==> src/rtl/eth_tx_arbiter_if.sv <==
// Transmit-side bundle linking the ARP and UDP engines, the GMII arbiter and the PHY pins.
// slave = arbiter view, master = engines/PHY view.
interface eth_tx_arbiter_if;
    logic       i_arp_tx_req;
    logic       o_arp_tx_valid;
    logic       i_arp_gmii_tx_en;
    logic [7:0] i_arp_gmii_tx_data;
    logic       i_udp_tx_req;
    logic       o_udp_tx_valid;
    logic       i_udp_gmii_tx_en;
    logic [7:0] i_udp_gmii_tx_data;
    logic       o_gmii_tx_en;
    logic [7:0] o_gmii_tx_data;
    logic       o_err_timeout;
    logic       o_err_spurious;

    modport slave (
        input  i_arp_tx_req, i_arp_gmii_tx_en, i_arp_gmii_tx_data,
        input  i_udp_tx_req, i_udp_gmii_tx_en, i_udp_gmii_tx_data,
        output o_arp_tx_valid, o_udp_tx_valid,
        output o_gmii_tx_en, o_gmii_tx_data, o_err_timeout, o_err_spurious
    );

    modport master (
        output i_arp_tx_req, i_arp_gmii_tx_en, i_arp_gmii_tx_data,
        output i_udp_tx_req, i_udp_gmii_tx_en, i_udp_gmii_tx_data,
        input  o_arp_tx_valid, o_udp_tx_valid,
        input  o_gmii_tx_en, o_gmii_tx_data, o_err_timeout, o_err_spurious
    );
endinterface

==> src/rtl/eth_tx_arbiter.sv <==
// Shares one GMII transmit path between ARP and UDP engines; enforces IFG, start timeout and frame-length cap.
// Data is registered (1-cycle lag); requests wait while busy, a running frame cannot be stalled, only cut.
module eth_tx_arbiter #(
    parameter int IFG_CYCLES    = 12,
    parameter int START_TIMEOUT = 1024,
    parameter int MAX_FRAME     = 1600
) (
    input  logic            i_gmii_tx_clk,
    input  logic            i_rst_n,
    eth_tx_arbiter_if.slave tx
);

    typedef enum logic [1:0] {S_IDLE, S_WAIT_START, S_SEND, S_GAP} state_t;

    // The IDLE arbitration cycle and the grantee's first WAIT_START cycle also keep the wire idle,
    // so the GAP state only covers the remainder of IFG_CYCLES.
    localparam bit          LP_USE_GAP     = (IFG_CYCLES > 2);
    localparam logic [15:0] LP_GAP_LAST    = LP_USE_GAP ? 16'(IFG_CYCLES - 3) : 16'd0;
    localparam logic [15:0] LP_START_LAST  = 16'(START_TIMEOUT - 1);
    localparam logic [15:0] LP_MAX_FRAME   = 16'(MAX_FRAME);
    localparam state_t      LP_AFTER_FRAME = LP_USE_GAP ? S_GAP : S_IDLE;

    state_t      r_state;
    logic [15:0] r_cnt;
    logic        r_grant_arp;
    logic        r_grant_udp;
    logic        r_last_arp;
    logic        r_tx_en;
    logic [7:0]  r_tx_data;
    logic        r_err_timeout;
    logic        r_err_spurious;

    logic        w_lane_en;
    logic [7:0]  w_lane_data;
    logic [15:0] w_cnt_inc;
    logic        w_pick_arp;
    logic        w_spurious;

    assign w_lane_en   = (r_grant_arp & tx.i_arp_gmii_tx_en) | (r_grant_udp & tx.i_udp_gmii_tx_en);
    assign w_lane_data = ({8{r_grant_arp}} & tx.i_arp_gmii_tx_data)
                       | ({8{r_grant_udp}} & tx.i_udp_gmii_tx_data);
    assign w_cnt_inc   = (r_cnt == 16'hFFFF) ? r_cnt : r_cnt + 16'd1;
    // On a tie the source that was not served last wins.
    assign w_pick_arp  = tx.i_arp_tx_req & (~tx.i_udp_tx_req | ~r_last_arp);
    assign w_spurious  = (tx.i_arp_gmii_tx_en & ~r_grant_arp) | (tx.i_udp_gmii_tx_en & ~r_grant_udp);

    always_ff @(posedge i_gmii_tx_clk or negedge i_rst_n) begin
        if (!i_rst_n) begin
            r_state        <= S_IDLE;
            r_cnt          <= 16'd0;
            r_grant_arp    <= 1'b0;
            r_grant_udp    <= 1'b0;
            r_last_arp     <= 1'b0;
            r_tx_en        <= 1'b0;
            r_tx_data      <= 8'h00;
            r_err_timeout  <= 1'b0;
            r_err_spurious <= 1'b0;
        end else begin
            r_tx_en        <= 1'b0;
            r_tx_data      <= 8'h00;
            r_err_timeout  <= 1'b0;
            r_err_spurious <= w_spurious;
            case (r_state)
                S_IDLE: begin
                    r_cnt <= 16'd0;
                    if (w_pick_arp) begin
                        r_grant_arp <= 1'b1;
                        r_last_arp  <= 1'b1;
                        r_state     <= S_WAIT_START;
                    end else if (tx.i_udp_tx_req) begin
                        r_grant_udp <= 1'b1;
                        r_last_arp  <= 1'b0;
                        r_state     <= S_WAIT_START;
                    end
                end
                S_WAIT_START: begin
                    r_tx_en   <= w_lane_en;
                    r_tx_data <= w_lane_data;
                    if (w_lane_en) begin
                        // The first byte is already being forwarded, so the frame count starts at one.
                        r_cnt   <= 16'd1;
                        r_state <= S_SEND;
                    end else if (r_cnt >= LP_START_LAST) begin
                        r_grant_arp   <= 1'b0;
                        r_grant_udp   <= 1'b0;
                        r_err_timeout <= 1'b1;
                        r_cnt         <= 16'd0;
                        r_state       <= LP_AFTER_FRAME;
                    end else begin
                        r_cnt <= w_cnt_inc;
                    end
                end
                S_SEND: begin
                    if (!w_lane_en) begin
                        r_grant_arp <= 1'b0;
                        r_grant_udp <= 1'b0;
                        r_cnt       <= 16'd0;
                        r_state     <= LP_AFTER_FRAME;
                    end else if (r_cnt >= LP_MAX_FRAME) begin
                        r_grant_arp   <= 1'b0;
                        r_grant_udp   <= 1'b0;
                        r_err_timeout <= 1'b1;
                        r_cnt         <= 16'd0;
                        r_state       <= LP_AFTER_FRAME;
                    end else begin
                        r_tx_en   <= 1'b1;
                        r_tx_data <= w_lane_data;
                        r_cnt     <= w_cnt_inc;
                    end
                end
                S_GAP: begin
                    if (r_cnt >= LP_GAP_LAST) begin
                        r_cnt   <= 16'd0;
                        r_state <= S_IDLE;
                    end else begin
                        r_cnt <= w_cnt_inc;
                    end
                end
                default: r_state <= S_IDLE;
            endcase
        end
    end

    assign tx.o_arp_tx_valid = r_grant_arp;
    assign tx.o_udp_tx_valid = r_grant_udp;
    assign tx.o_gmii_tx_en   = r_tx_en;
    assign tx.o_gmii_tx_data = r_tx_data;
    assign tx.o_err_timeout  = r_err_timeout;
    assign tx.o_err_spurious = r_err_spurious;

endmodule

==> src/flat_wrapper.sv <==
// flat-port wrapper written by rule: the top's interface ports become plain ports
module eth_tx_arbiter_flat 
#(
    parameter int IFG_CYCLES    = 12,
    parameter int START_TIMEOUT = 1024,
    parameter int MAX_FRAME     = 1600
)
  (i_gmii_tx_clk, i_rst_n, tx_i_arp_tx_req, tx_i_arp_gmii_tx_en, tx_i_arp_gmii_tx_data, tx_i_udp_tx_req, tx_i_udp_gmii_tx_en, tx_i_udp_gmii_tx_data, tx_o_arp_tx_valid, tx_o_udp_tx_valid, tx_o_gmii_tx_en, tx_o_gmii_tx_data, tx_o_err_timeout, tx_o_err_spurious);
  eth_tx_arbiter_if tx_i ();
  input  logic i_gmii_tx_clk;
  input  logic i_rst_n;
  input wire logic [$bits(tx_i.i_arp_tx_req)-1:0] tx_i_arp_tx_req;
  input wire logic [$bits(tx_i.i_arp_gmii_tx_en)-1:0] tx_i_arp_gmii_tx_en;
  input wire logic [$bits(tx_i.i_arp_gmii_tx_data)-1:0] tx_i_arp_gmii_tx_data;
  input wire logic [$bits(tx_i.i_udp_tx_req)-1:0] tx_i_udp_tx_req;
  input wire logic [$bits(tx_i.i_udp_gmii_tx_en)-1:0] tx_i_udp_gmii_tx_en;
  input wire logic [$bits(tx_i.i_udp_gmii_tx_data)-1:0] tx_i_udp_gmii_tx_data;
  output wire logic [$bits(tx_i.o_arp_tx_valid)-1:0] tx_o_arp_tx_valid;
  output wire logic [$bits(tx_i.o_udp_tx_valid)-1:0] tx_o_udp_tx_valid;
  output wire logic [$bits(tx_i.o_gmii_tx_en)-1:0] tx_o_gmii_tx_en;
  output wire logic [$bits(tx_i.o_gmii_tx_data)-1:0] tx_o_gmii_tx_data;
  output wire logic [$bits(tx_i.o_err_timeout)-1:0] tx_o_err_timeout;
  output wire logic [$bits(tx_i.o_err_spurious)-1:0] tx_o_err_spurious;
  assign tx_i.i_arp_tx_req = tx_i_arp_tx_req;
  assign tx_i.i_arp_gmii_tx_en = tx_i_arp_gmii_tx_en;
  assign tx_i.i_arp_gmii_tx_data = tx_i_arp_gmii_tx_data;
  assign tx_i.i_udp_tx_req = tx_i_udp_tx_req;
  assign tx_i.i_udp_gmii_tx_en = tx_i_udp_gmii_tx_en;
  assign tx_i.i_udp_gmii_tx_data = tx_i_udp_gmii_tx_data;
  assign tx_o_arp_tx_valid = tx_i.o_arp_tx_valid;
  assign tx_o_udp_tx_valid = tx_i.o_udp_tx_valid;
  assign tx_o_gmii_tx_en = tx_i.o_gmii_tx_en;
  assign tx_o_gmii_tx_data = tx_i.o_gmii_tx_data;
  assign tx_o_err_timeout = tx_i.o_err_timeout;
  assign tx_o_err_spurious = tx_i.o_err_spurious;
  eth_tx_arbiter #(.IFG_CYCLES(IFG_CYCLES), .START_TIMEOUT(START_TIMEOUT), .MAX_FRAME(MAX_FRAME)) u_core (.i_gmii_tx_clk(i_gmii_tx_clk), .i_rst_n(i_rst_n), .tx(tx_i));
endmodule
==> config.mk <==
export PLATFORM = sky130hd
export DESIGN_NAME = eth_tx_arbiter_flat
export DESIGN_NICKNAME = d
export VERILOG_FILES = /design/src/rtl/eth_tx_arbiter_if.sv /design/src/rtl/eth_tx_arbiter.sv /design/src/flat_wrapper.sv
export SDC_FILE = /design/constraint.sdc
export NUM_CORES = 1
export LEC_CHECK = 0
export ABC_CLOCK_PERIOD_IN_PS = 2200
export BUFFER_PORTS_ARGS = -buffer_cell sky130_fd_sc_hd__buf_2
export CORE_MARGIN = 4
export CORE_UTILIZATION = 40
export CTS_BUF_LIST = sky130_fd_sc_hd__clkbuf_16
export CTS_CLUSTER_SIZE = 25
export DETAILED_ROUTE_END_ITERATION = 8
export SLEW_MARGIN = 30
export SYNTH_ARGS = -nofsm -noshare
export SYNTH_HDL_FRONTEND = slang
export SYNTH_SLANG_ARGS = --single-unit
==> constraint.sdc <==
create_clock -name i_gmii_tx_clk -period 2.2 [get_ports i_gmii_tx_clk]
set_input_delay 0.44 -clock i_gmii_tx_clk [delete_from_list [all_inputs] [get_ports i_gmii_tx_clk]]
set_output_delay 0.44 -clock i_gmii_tx_clk [all_outputs]
set_load 0.01 [all_outputs]
==> run_summary.xml <==
<?xml version="1.0" encoding="UTF-8"?>
<metrics>
  <group name="status">
    <metric name="run_status" unit="">completed</metric>
  </group>
  <group name="clock_network">
    <metric name="ctsLongestPathBuffers" unit="">2</metric>
    <metric name="clock_tree.htree_level_count" unit="">2</metric>
    <metric name="path_clk_slew" unit="ns">0.05</metric>
    <metric name="tritoncts_clock_tree" unit="">yes</metric>
    <metric name="tritoncts_buffer_count" unit="">5</metric>
    <metric name="cts.hold.buffers_added" unit="">0</metric>
    <metric name="cts.sinks" unit="">32</metric>
    <metric name="worst_skew_pair_later_pin_latency" unit="ns">0.28</metric>
    <metric name="clock_tree.root_cell" unit="">sky130_fd_sc_hd__clkbuf_16</metric>
  </group>
  <group name="job">
    <metric name="timing.max_cap.violations" unit="">0</metric>
  </group>
  <group name="layout">
    <metric name="num_antenna_cells" unit="">0</metric>
    <metric name="top_library_cells_by_usage_in_the_layout_fill_and_taps_aside" unit="">sky130_fd_sc_hd__buf_2 (34), sky130_fd_sc_hd__dfrtp_1 (29), sky130_fd_sc_hd__nor2_1 (23)</metric>
    <metric name="flow.area_growth_from_synthesis" unit="%">28.4</metric>
    <metric name="num-fill-cells" unit="">356</metric>
    <metric name="final_net_count" unit="">236</metric>
    <metric name="final_design_area_no_fill" unit="sq mm">0.00216</metric>
    <metric name="instances_no_fill" unit="">257</metric>
    <metric name="final_layout_size_suffix_gt1_frac" unit="">0.357</metric>
    <metric name="final_common_cell" unit="">sky130_fd_sc_hd__buf_2</metric>
    <metric name="utilization_of_the_core_after_routing" unit="">0.536</metric>
  </group>
  <group name="yosys">
    <metric name="synth_top_flop_cell" unit="">sky130_fd_sc_hd__dfrtp_1</metric>
    <metric name="seq_area_frac_synth" unit="">0.476</metric>
    <metric name="synth_warnings" unit="">0</metric>
    <metric name="mappedNetlistArea" unit="sq mm">0.00168</metric>
    <metric name="post_synth_inst_count" unit="">156</metric>
    <metric name="synth.ff_latch_count" unit="">32</metric>
    <metric name="edff_count_synth" unit="">0</metric>
    <metric name="distinct_cells_synth" unit="">46</metric>
    <metric name="synthArstFlopShare" unit="">1.00</metric>
    <metric name="syn_area_per_cell" unit="sq um">10.8</metric>
  </group>
  <group name="power">
    <metric name="power.ir.vdd_worst" unit="V">0.000612</metric>
    <metric name="power" unit="mW">2.40</metric>
    <metric name="power.density_cell_area" unit="mW/mm^2">1110</metric>
    <metric name="leakagePower" unit="nW">1.00</metric>
  </group>
  <group name="timing">
    <metric name="timing_hold_violations_final" unit="">0</metric>
    <metric name="post-route-period-util" unit="">0.960</metric>
    <metric name="fin_hold_ws" unit="ns">0.213</metric>
    <metric name="layout_min_cycle_time" unit="ns">2.11</metric>
    <metric name="fin_setup_tns" unit="ns">0</metric>
    <metric name="fmax" unit="MHz">473</metric>
    <metric name="layout_setup_ws" unit="ns">0.0879</metric>
    <metric name="rsz0062_at_grt" unit="">no</metric>
    <metric name="slew_headroom" unit="">0.524</metric>
    <metric name="max_slew.worst_pin.slew" unit="ns">0.714</metric>
    <metric name="setup-violations-final" unit="">0</metric>
    <metric name="worst_skew" unit="ns">0.00757</metric>
    <metric name="slew_viol_final" unit="">0</metric>
  </group>
  <group name="floorplanning">
    <metric name="ios" unit="">35</metric>
    <metric name="dieHeight" unit="um">72.8</metric>
    <metric name="effective_utilization_at_floorplan" unit="">0.417</metric>
    <metric name="rows" unit="">23</metric>
    <metric name="die_area" unit="sq mm">0.00531</metric>
    <metric name="fp.dieW" unit="um">72.8</metric>
    <metric name="floorplan_core_area" unit="sq mm">0.00403</metric>
  </group>
  <group name="placement">
    <metric name="routabilityCongestion" unit="">0.791</metric>
    <metric name="placed_cells_incl_taps" unit="">248</metric>
    <metric name="dpl.hpwl" unit="mm">2.75</metric>
    <metric name="dp_slack" unit="ns">-0.000714</metric>
    <metric name="number_of_buffers_added_on_ports" unit="">34</metric>
    <metric name="placement.cell_area" unit="sq mm">0.00197</metric>
  </group>
  <group name="route">
    <metric name="wire_per_inst" unit="um">14.6</metric>
    <metric name="dr_total_vias" unit="">1375</metric>
    <metric name="detail_route.first_pass.iterations" unit="">4</metric>
    <metric name="number_of_nets_with_antenna_violations_after_routing" unit="">0</metric>
    <metric name="drt_drc_violations_left" unit="">0</metric>
    <metric name="routed_wl" unit="mm">3.75</metric>
    <metric name="routed_via_density" unit="">5.35</metric>
    <metric name="drt_first_iter_violations" unit="">70</metric>
  </group>
  <group name="worst_setup_path">
    <metric name="cp.required" unit="ns">2.35</metric>
    <metric name="endpoint_kind_of_the_worst_setup_timing_path" unit="">flip-flop</metric>
    <metric name="critPathSlowestCell" unit="">sky130_fd_sc_hd__dfrtp_2</metric>
    <metric name="worst_ep_arrival_time" unit="ns">2.27</metric>
    <metric name="cp_slowest_stage_delay" unit="ns">0.45</metric>
    <metric name="critical_path_peak_fanout" unit="">5</metric>
    <metric name="critPathLaunchType" unit="">flip-flop</metric>
    <metric name="r2r_start" unit="">u_core.r_cnt[1]</metric>
    <metric name="reg2reg_setup_slack" unit="ns">0.09</metric>
    <metric name="worstPathCellList" unit="">inv_4 -&gt; ha_1 -&gt; or3b_2 -&gt; a211o_1 -&gt; o2bb2ai_4 -&gt; a211oi_2 -&gt; mux2_4</metric>
    <metric name="critPathKind" unit="">reg2reg</metric>
    <metric name="ff2ff_path_depth" unit="">7</metric>
    <metric name="regToRegEndpoint" unit="">u_core.r_state[1]</metric>
    <metric name="crit_path_start" unit="">u_core.r_cnt[1]</metric>
  </group>
  <group name="global_route">
    <metric name="global_route.usage.met2" unit="">0.248</metric>
    <metric name="globalRoute.busiestLayer" unit="">met2</metric>
    <metric name="first_global_vias" unit="">1407</metric>
    <metric name="grt_use_met3" unit="">0.0689</metric>
    <metric name="grt_antenna_before_repair" unit="">0</metric>
    <metric name="grt_overflow_total" unit="">0</metric>
    <metric name="grt_pass1_wl" unit="mm">6.59</metric>
    <metric name="grt_max_degree" unit="">33</metric>
    <metric name="grt.met1_usage" unit="">0.205</metric>
    <metric name="grt.total_usage" unit="">0.163</metric>
  </group>
  <group name="worst_hold_path">
    <metric name="holdCritPathClass" unit="">in2async</metric>
  </group>
</metrics>
state kept, by name (all words and copies together) (netlist names):
signal	flops
u_core.tx.o_arp_tx_valid	1
u_core.r_last_arp	1
u_core.tx.o_gmii_tx_en	1
u_core.tx.o_udp_tx_valid	1
u_core.r_state	2
u_core.tx.o_gmii_tx_data	8
u_core.tx.o_err_timeout	1
u_core.r_cnt	16
u_core.tx.o_err_spurious	1
power breakdown:
| part | total [mW] | leakage, nW | internal, mW | switching, mW |
|---|---|---|---|---|
| logic | 0.848 | 0.511 | 0.396 | 0.452 |
| clock network | 0.765 | 0.0789 | 0.525 | 0.239 |
| registers | 0.791 | 0.415 | 0.709 | 0.0822 |
| total | 2.40 | 1.00 | 1.63 | 0.774 |
worst max-delay path by stage:
| stage | slack, ns | end |
|---|---|---|
| floorplan | 0.12 | u_core.r_state[1] |
| global placement | 0.08 | u_core.r_state[1] |
| detailed placement | -0.0007 | u_core.r_state[1] |
| CTS | 0.02 | u_core.r_state[1] |
| global route | 0.01 | u_core.r_state[1] |
| finish | 0.09 | u_core.r_state[1] |
cell families after synthesis:
family          count (synthesis)  share of synthesized area
simple gates                   56                      0.178
compound gates                 36                      0.189
flops                          32                      0.476
buf+inv                        12                     0.0327
fa+ha+maj                       8                     0.0595
xor+xnor                        8                     0.0417
mux                             3                     0.0208
other cells                     1                    0.00223
layer usage:
metal	wire length, um	part of all wire
met1	1560	0.42
met2	1800	0.48
met3	313	0.084
met4	74	0.020
met5	0	0
area by class of cell:
class,count,area [sq um],area share
multi-input cells,116,856,0.396
well taps,50,62.6,0.0290
flip-flops and latches,32,805,0.373
repair buffers,44,245,0.114
inverters,7,28.8,0.0133
clock buffers,5,125,0.0579
clock inverters,3,37.5,0.0174
worst max-delay path, delay by kind of cell, from the launching register on:
family                     cells  cell delay [ns]
adders and majority gates      1             0.14
AOI/OAI and AO/OA              3             0.55
muxes                          1             0.31
buffers and inverters          1             0.09
and+or+nand+nor                1             0.45
DFF                            1             0.45
Yosys cell counts, drive strengths merged (2+ instances only):
library cell,instances,area share
a21oi,8,0.024
a22oi,8,0.036
or3,2,0.010
dfrtp,32,0.48
xnor2,8,0.042
and4,2,0.012
or3b,2,0.010
a21boi,2,0.0089
buf,4,0.015
a2111oi,4,0.025
and2,3,0.012
nand4,4,0.015
o21ai,2,0.0082
a22o,3,0.016
nand3,4,0.012
inv,7,0.016
nor2,23,0.051
mux2i,2,0.012
nand2,10,0.022
nor3,2,0.013
ha,8,0.060
what timing repair did:
item | CTS | global route
pin swaps | 0 | 2
gates resized for setup | 2 | 8
hold endpoints to repair | 0 | 0
endpoints found under the setup margin | 1 | 14
setup buffers | 0 | 1
Power figures use the tool's default switching activity.
